File: config.mk
export PLATFORM = sky130hd
export DESIGN_NAME = clz_div
export DESIGN_NICKNAME = d
export VERILOG_FILES = /design/src/rtl/clz_div_pkg.sv /design/src/rtl/clz_div_clz.sv /design/src/rtl/clz_div.sv
export SDC_FILE = /design/constraint.sdc
export NUM_CORES = 1
export LEC_CHECK = 0
export ABC_AREA = 1
export CAP_MARGIN = 0
export CORE_AREA = 3 3 159 161
export CTS_BUF_LIST = sky130_fd_sc_hd__clkbuf_8
export CTS_CLUSTER_SIZE = 8
export DETAILED_ROUTE_END_ITERATION = 8
export DIE_AREA = 0 0 162 164
export PLACE_DENSITY = 0.8
export RECOVER_POWER = 100
export SLEW_MARGIN = 0
export SYNTH_ARGS = -nofsm -noshare
export SYNTH_HDL_FRONTEND = slang
export SYNTH_SLANG_ARGS = --single-unit
File: constraint.sdc
create_clock -name clk -period 5.8 [get_ports clk]
set_clock_uncertainty 0.05 [all_clocks]
set_input_delay 1.74 -clock clk [delete_from_list [all_inputs] [get_ports clk]]
set_output_delay 1.74 -clock clk [all_outputs]
set_load 0.01 [all_outputs]
File: src/rtl/clz_div_pkg.sv
// clz_div_pkg
// Shared definitions for the multi-cycle integer divider and the HI/LO
// control that consumes its results.
//   state_t                 : divider FSM encoding (IDLE / RUN / FIN)
//   DIV0_Q_DEFAULT          : quotient returned on divide-by-zero
//   DIV0_R_IS_DIVIDEND_DEF  : 1 -> remainder on divide-by-zero is the dividend,
//                             0 -> remainder is zero
package clz_div_pkg;

    typedef enum logic [1:0] {
        IDLE = 2'd0,
        RUN  = 2'd1,
        FIN  = 2'd2
    } state_t;

    localparam logic [31:0] DIV0_Q_DEFAULT         = 32'hFFFF_FFFF;
    localparam int          DIV0_R_IS_DIVIDEND_DEF = 1;

endpackage

File: src/rtl/clz_div_clz.sv
// clz_div_clz
// Count-leading-zeros of a 32-bit word, purely combinational.
//   a     : input word
//   count : number of leading zero bits, 0..32 (32 when a == 0)
module clz_div_clz (
    input  logic [31:0] a,
    output logic [31:0] count
);

    // Scan from the LSB upwards; the highest set bit is the last one to
    // write, so it determines the result.
    always_comb begin
        count = 32'd32;
        for (int i = 0; i < 32; i++) begin
            if (a[i]) begin
                count = 32'(31 - i);
            end
        end
    end

endmodule

File: src/rtl/clz_div.sv
// clz_div
// Multi-cycle 32-bit divider for DIV / DIVU. The dividend magnitude is
// pre-shifted past its leading zeros so only 32-clz restoring iterations run.
//   clk        : clock, rising edge
//   rstn       : asynchronous active-low reset
//   start      : request, sampled only while idle
//   is_signed  : 1 = DIV, 0 = DIVU, sampled with start
//   dividend   : sampled with start
//   divisor    : sampled with start
//   busy       : high from the accepting edge until done falls
//   done       : one-cycle pulse, q/r valid from this cycle on
//   q          : quotient (to LO)
//   r          : remainder (to HI)
module clz_div
    import clz_div_pkg::*;
#(
    parameter logic [31:0] DIV0_Q             = DIV0_Q_DEFAULT,
    parameter int          DIV0_R_IS_DIVIDEND = DIV0_R_IS_DIVIDEND_DEF
) (
    input  logic        clk,
    input  logic        rstn,
    input  logic        start,
    input  logic        is_signed,
    input  logic [31:0] dividend,
    input  logic [31:0] divisor,
    output logic        busy,
    output logic        done,
    output logic [31:0] q,
    output logic [31:0] r
);

    state_t      state_reg, state_next;
    logic        sign_q_reg, sign_q_next;
    logic        sign_r_reg, sign_r_next;
    logic [31:0] quo_reg, quo_next;
    logic [32:0] rem_reg, rem_next;
    logic [31:0] bd_reg, bd_next;
    logic [5:0]  cnt_reg, cnt_next;
    logic [31:0] q_reg, q_next;
    logic [31:0] r_reg, r_next;

    // Operand conditioning on the raw inputs (used only in the accept cycle)
    logic [31:0] ad;
    logic [31:0] bd;
    logic [31:0] clz_full;
    logic [5:0]  clz6;
    logic [5:0]  n;

    assign ad = (is_signed && dividend[31]) ? -dividend : dividend;
    assign bd = (is_signed && divisor[31])  ? -divisor  : divisor;

    clz_div_clz u_clz (
        .a     (ad),
        .count (clz_full)
    );

    // The count never exceeds 32; saturate anyway so the upper bits are
    // accounted for rather than silently dropped.
    assign clz6 = (|clz_full[31:6]) ? 6'd32 : clz_full[5:0];
    assign n    = 6'd32 - clz6;

    // One restoring step: shift {rem,quo} left, subtract if it fits.
    logic [33:0] rem_sh;
    logic        fits;
    logic [32:0] rem_step;
    logic [31:0] quo_step;

    assign rem_sh   = {rem_reg, quo_reg[31]};
    assign fits     = rem_sh >= {2'b00, bd_reg};
    assign rem_step = fits ? 33'(rem_sh - {2'b00, bd_reg}) : rem_sh[32:0];
    assign quo_step = {quo_reg[30:0], fits};

    always_comb begin
        state_next  = state_reg;
        sign_q_next = sign_q_reg;
        sign_r_next = sign_r_reg;
        quo_next    = quo_reg;
        rem_next    = rem_reg;
        bd_next     = bd_reg;
        cnt_next    = cnt_reg;
        q_next      = q_reg;
        r_next      = r_reg;

        case (state_reg)
            IDLE: begin
                if (start) begin
                    sign_q_next = is_signed & (dividend[31] ^ divisor[31]);
                    sign_r_next = is_signed & dividend[31];
                    quo_next    = ad << clz6;
                    rem_next    = 33'd0;
                    bd_next     = bd;
                    cnt_next    = n;
                    if (bd == 32'd0) begin
                        state_next = FIN;
                        q_next     = DIV0_Q;
                        r_next     = (DIV0_R_IS_DIVIDEND != 0) ? dividend : 32'd0;
                    end else if (n == 6'd0) begin
                        // Zero dividend: result is 0 remainder 0 regardless of sign.
                        state_next = FIN;
                        q_next     = 32'd0;
                        r_next     = 32'd0;
                    end else begin
                        state_next = RUN;
                    end
                end
            end
            RUN: begin
                quo_next = quo_step;
                rem_next = rem_step;
                cnt_next = cnt_reg - 6'd1;
                if (cnt_reg == 6'd1) begin
                    // Final values are registered on the edge into FIN so
                    // they are already valid while done is high.
                    state_next = FIN;
                    q_next     = sign_q_reg ? -quo_step : quo_step;
                    r_next     = sign_r_reg ? -rem_step[31:0] : rem_step[31:0];
                end
            end
            FIN: begin
                state_next = IDLE;
            end
            default: begin
                state_next = IDLE;
            end
        endcase
    end

    always_ff @(posedge clk or negedge rstn) begin
        if (!rstn) begin
            state_reg  <= IDLE;
            sign_q_reg <= 1'b0;
            sign_r_reg <= 1'b0;
            quo_reg    <= 32'd0;
            rem_reg    <= 33'd0;
            bd_reg     <= 32'd0;
            cnt_reg    <= 6'd0;
            q_reg      <= 32'd0;
            r_reg      <= 32'd0;
        end else begin
            state_reg  <= state_next;
            sign_q_reg <= sign_q_next;
            sign_r_reg <= sign_r_next;
            quo_reg    <= quo_next;
            rem_reg    <= rem_next;
            bd_reg     <= bd_next;
            cnt_reg    <= cnt_next;
            q_reg      <= q_next;
            r_reg      <= r_next;
        end
    end

    assign busy = (state_reg != IDLE);
    assign done = (state_reg == FIN);
    assign q    = q_reg;
    assign r    = r_reg;

endmodule

==> flow_summary.yaml, run 1 <==
detailed_routing:
  antenna_violating_nets_post_route: 0
  detail_route.first_pass.iterations: 6
  post_drt_via_cell_ratio: 5.85
  wl_per_cell_um: 17.2
  drc: 0
  num_vias: 16121
  drtIter0Drc: 1602
  wirelength_mm: 47.4
sta:
  setup_viol: 0
  hold_violations: 0
  post-route-period-util: 0.971
  final.min_clock_period_ns: 5.63
  setup_ws_ns: 0.171
  max_freq_ghz: 0.178
  slew_headroom: -0.575
  drv_slew: 228
  worstMarginPinSlew_ns: 2.36
clocking:
  cts_buffer_depth: 2
  htreeDepth: 4
  clockRootBuffer: "clkbuf_8"
  clk_latency_ns: 0.48
  cts_tree: "done"
  cts.clk_slew.worst_paths_ns: 0.11
  cts_buffers: 17
  clkSinkCount: 171
layout:
  fin_util: 0.713
  fillCellCount: 2133
  drive_gt1_frac: 0.0988
  instances_no_fill: 2754
  area_growth_pct: 18.8
  mostFrequentLayoutCells: "nand2_1, inv_1, o21ai_0"
  n_antenna_cell: 0
  layout_commonest_cell: "nand2_1"
  fin_area_sq_um: 17200
  largest_reg_flops: 33
  layout.nets: 2527
global_routing:
  grt_util_all_layers: 0.360
  antenna_found_initial: 0
  grt_max_degree: 95
  grt_remaining_overflow: 0
  grt_pass1_vias: 14984
  grt_pass1_wl_mm: 77.0
status:
  violations: "capacitance limit, slew limit"
  status: "finished with violations"
logic_synthesis:
  syn_inst: 2228
  avgSynthCellArea_sq_um: 6.49
  postSynth.asyncResetShare: 1.00
  synth_nets: 2338
  syn-cell-area_sq_um: 14500
  synth_seq_area_share: 0.296
  synth.distinct_cells: 66
  yosys.area.top_type_share: 0.296
  synthFlopType: "dfrtp_1"
  yosys.area.top_type: "dfrtp_1"
  synth_edf_count: 0
  synth.area.top_cells: "dfrtp_1, nand2_1, o21ai_0, nand3_1, inv_1"
  ys_seq_elements: 171
  yosys_warnings: 0
worst_setup_path:
  critical-path-top-delay-family: "buffers and inverters"
  max_stage_delay_ns: 0.56
  cp_cell_sequence: "clkdlybuf4s50_1, buf_4, nand2_1, clkinv_1, clkbuf_1, nand2_1, xor2_1, nor4b_1, nand4_1, nor3_1, nand3_1, nor4_4, buf_4, a32oi_1, o21ai_2"
  worstSetupStartpointType: "input port"
  cp.required_ns: 6.16
  criticalPathCategory: "in -> reg"
  crit_slowest_cell: "clkbuf_1"
  crit_arrival_ns: 5.99
  worstSetupEndpointType: "flip-flop"
  path_max_fanout: 23
  cp_num_buf_inv: 5
power:
  ir_drop_mv: 0.465
  pwr_density_cell_nw_per_um2: 590
  leakage_nw: 8.54
place:
  dp_hpwl_mm: 37.4
  gp_congestion: 0.973
  placed_area_sq_um: 16800
  pre_cts_ws_ns: -0.300
  port-buffer-count: 133
  dpl.cell_count: 2721
run:
  maxCapViolCount: 4
floorplan:
  start_util: 0.600
  die_h_um: 164
  core-area_sq_um: 24100
  ioPinCount: 134
  row_count: 57
  die_x_um: 162
  die-area_sq_um: 26600
worst_hold_path:
  hold_class: "reg -> reg"
-- report_power, final --
group / total [mW] / internal, mW / switching, mW / leakage (nW)
sequential: 2.21 / 1.73 / 0.483 / 2.15
clock: 0.872 / 0.358 / 0.515 / 0.202
combinational: 7.05 / 2.52 / 4.53 / 6.19
-- kinds of logic (layout without fill, tap and decap cells) --
logic type | Yosys count | in the layout | synth area share
AND/OR/NAND/NOR | 1147 | 1147 | 0.340
XOR/XNOR | 87 | 87 | 0.0537
flip-flops | 171 | 171 | 0.296
buffers and inverters | 325 | 527 | 0.0904
multiplexers | 1 | 1 | 0.000692
adder cells (fa/ha/maj) | 42 | 42 | 0.0368
AO/OA/AOI/OAI | 455 | 455 | 0.183
-- cells in the mapped netlist (all sizes together), types with 24 or more instances --
library cell,number
a21oi,97
a22oi,24
buf,39
clkbuf,53
dfrtp,171
ha,41
inv,229
nand2,662
nand3,172
nand4,28
nor2,194
nor3,39
o21ai,236
xor2,69
-- timing repair --
item | CTS | global route
hold buffers | 0 | 0
endpoints found under the setup margin | 0 | 82
resized for setup | 0 | 12
buffers inserted | 0 | 1
-- worst paths after layout --
check,from,end,slack (ns),cells past startpoint
setup / recovery,is_signed,r[2],0.17,15
hold / removal,q[19],q[19],0.44,2
setup reg to reg,quo_reg[31],r[20],0.41,27
hold reg to reg,q[19],q[19],0.44,2
max in group asynchronous,rstn,rem_reg[19],0.91,2
min in group asynchronous,rstn,bd_reg[24],1.88,1
-- through the flow --
step	hold slack, ns	total power [mW]	TNS (ns)
2_1_floorplan	0.403	7.06	0
3_3_place_gp	0.414	8.91	-9.01
3_5_place_dp	0.416	9.14	-16.03
4_1_cts	0.441	10.0	0
5_1_grt	0.461	11.1	-0.0787
6_report	0.439	10.1	0
-- worst reg2reg max path, delay by kind of cell (launching register included) --
kind	cells	cell delay, ns
AO/OA/AOI/OAI	8	1.43
adder cells (fa/ha/maj)	3	0.80
flip-flops	1	0.50
AND/OR/NAND/NOR	14	2.35
buffers and inverters	2	0.18
-- routing by layer --
metal	GRT usage	up-vias	wire, um
met1	0.523	7503	20700
met2	0.553	800	20900
li1	-	7741	-
met4	0.107	0	1120
met3	0.0631	77	4650
met5	0	-	0
-- final cells by class --
| type | instances | area, sq um | area share |
|---|---|---|---|
| Multi-Input combinational cell | 1732 | 8920 | 0.518 |
| Sequential cell | 171 | 4280 | 0.249 |
| Timing Repair Buffer | 262 | 2330 | 0.135 |
| Inverter | 233 | 875 | 0.0509 |
| Tap cell | 324 | 405 | 0.0236 |
| Clock buffer | 17 | 234 | 0.0136 |
| Clock inverter | 15 | 158 | 0.00917 |
No activity file was read; power rests on OpenSTA's default activity.
==> inputs of run 2 (changes only) <==
- PLACE_DENSITY: 0.8 -> 0.83
==> flow_summary.yaml, run 2 (synthesis gave the netlist of run 1 again) <==
clocking:
  clkSinkCount: 171
  holdBufCountCts: 0
  postCtsSetupBuffers: 0
  clk_latency_ns: 0.47
  cts_tree: "done"
  cts.clk_slew.worst_paths_ns: 0.09
  clockRootBuffer: "clkbuf_8"
  cts_buffer_depth: 2
  ctsResizeCount: 0
  htreeDepth: 4
  cts_buffers: 17
worst_setup_path:
  cp.required_ns: 6.15
  cp_num_buf_inv: 7
  rrSetupSlack_ns: 0.43
  critical-path-top-delay-family: "simple AND/OR/NAND/NOR gates"
  path_max_fanout: 13
  crit_arrival_ns: 5.82
  max_stage_delay_ns: 0.41
  worstSetupStartpointType: "input port"
  worstSetupEndpointType: "flip-flop"
  crit_slowest_cell: "clkdlybuf4s50_1"
  criticalPathCategory: "in -> reg"
  cp_cell_sequence: "clkdlybuf4s50_1, inv_1, ha_1, inv_1, nor3_1, inv_1, nor4_2, nand4_1, nor2_1, nand2_1, clkbuf_4, o21ai_0, xnor2_1, nor3_1, nand4_1, buf_4, nor4_4, inv_2, o21ai_0, nand2_1, nand2_1"
sta:
  final.min_clock_period_ns: 5.46
  tns_ns: 0
  post-route-period-util: 0.942
  holdWs_ns: 0.431
  slew_headroom: -0.695
  worstMarginPinSlew_ns: 2.54
  max_freq_ghz: 0.183
  setup_viol: 0
  drv_slew: 250
  hold_violations: 0
power:
  ir_drop_mv: 0.524
  pwr_density_cell_nw_per_um2: 595
  leakage_nw: 8.48
detailed_routing:
  detail_route.first_pass.iterations: 5
  post_drt_via_cell_ratio: 5.86
  antenna_violating_nets_post_route: 0
  drc: 0
  wl_per_cell_um: 17.2
  num_vias: 16043
  wirelength_mm: 47.2
  drtIter0Drc: 1559
floorplan:
  row_count: 57
  die_h_um: 164
  core-area_sq_um: 24100
  ioPinCount: 134
  start_util: 0.600
  die_x_um: 162
  die-area_sq_um: 26600
layout:
  layout.nets: 2514
  layout_commonest_cell: "nand2_1"
  fillCellCount: 2128
  drive_gt1_frac: 0.0915
  mostFrequentLayoutCells: "nand2_1, inv_1, o21ai_0"
  largest_reg_flops: 33
  instances_no_fill: 2740
  area_growth_pct: 18.2
  n_antenna_cell: 0
global_routing:
  grt_util_all_layers: 0.351
  grt_pass1_vias: 14871
  grt_remaining_overflow: 0
  grt_pass1_wl_mm: 75.4
  grt_max_degree: 102
  antenna_found_initial: 0
place:
  gp_congestion: 1.02
  port-buffer-count: 133
  dpl.cell_count: 2709
  dp_hpwl_mm: 37.2
run:
  maxCapViolCount: 4
status:
  status: "finished with violations"
  violations: "capacitance limit, slew limit"
worst_hold_path:
  hold_class: "reg -> reg"
==> run 2: cell types whose count changed in the layout (fill, tap and decap cells not counted), sizes merged <==
cell | before | now
bufinv | 1 | 3
clkinvlp | 1 | 3
clkinv | 9 | 5
inv | 237 | 235
buf | 121 | 109
==> run 2: metal layers <==
layer | GRT usage | routed length (um)
met5 | 0 | 0
met4 | 0.0810 | 844
met3 | 0.0668 | 4440
met2 | 0.556 | 20800
met1 | 0.503 | 21100
==> run 2: worst reg2reg max path, cell delays in order (launching register included) <==
cell      delay [ns]
dfrtp_1         0.48
inv_1           0.11
ha_1            0.16
inv_1           0.07
fa_1            0.40
nand3_1         0.11
nand3_1         0.13
a21oi_2         0.27
o21bai_2        0.13
nand3_1         0.09
nand2_1         0.15
nand2_1         0.13
o211ai_2        0.11
nand2_1         0.17
nand2_4         0.17
o21ai_2         0.26
ha_1            0.22
nand2_1         0.06
nor2_1          0.19
nand2_1         0.12
nor2_1          0.28
nand3_1         0.19
nor3_1          0.38
or2_2           0.23
o21ai_0         0.08
a21oi_1         0.35
a21oi_1         0.07
o21ai_0         0.16
==> run 2: path summary, 6_finish.rpt <==
check | startpoint | to | depth (start not counted)
worst max-delay path | divisor[0] | r[18] | 21
worst min-delay path | q[20] | q[20] | 2
worst max register to register | quo_reg[31] | r[20] | 27
worst min register to register | q[20] | q[20] | 2
max in group asynchronous | rstn | quo_reg[20] | 2
min in group asynchronous | rstn | bd_reg[29] | 1
==> run 2: report_power, final <==
group / internal, mW / total (mW) / switching, mW
Combinational: 2.51 / 7.05 / 4.54
Clock: 0.440 / 0.911 / 0.472
Sequential: 1.73 / 2.21 / 0.482
Total: 4.68 / 10.2 / 5.49
==> run 2: stage by stage <==
stage | setup WS (ns) | util | area (sq um) | total power [mW]
final | 0.336 | 0.710 | 17100 | 10.2
after global routing | -0.00215 | 0.710 | 17100 | 11.1
after CTS | 0.269 | 0.711 | 17100 | 10.1
after detailed placement | -0.203 | 0.694 | 16700 | 9.14
after global placement | -0.146 | 0.694 | 16700 | 8.91
after floorplan | 0.259 | - | 14500 | 7.06
==> run 2: cell type report <==
class                   count  area (sq um)  share of cell area
inverters                 233           875              0.0511
clock buffers              18           248              0.0145
well taps                 324           405              0.0237
clock inverters            13           165             0.00965
flip-flops and latches    171          4280               0.250
repair buffers            249          2230               0.130
multi-input cells        1732          8910               0.521
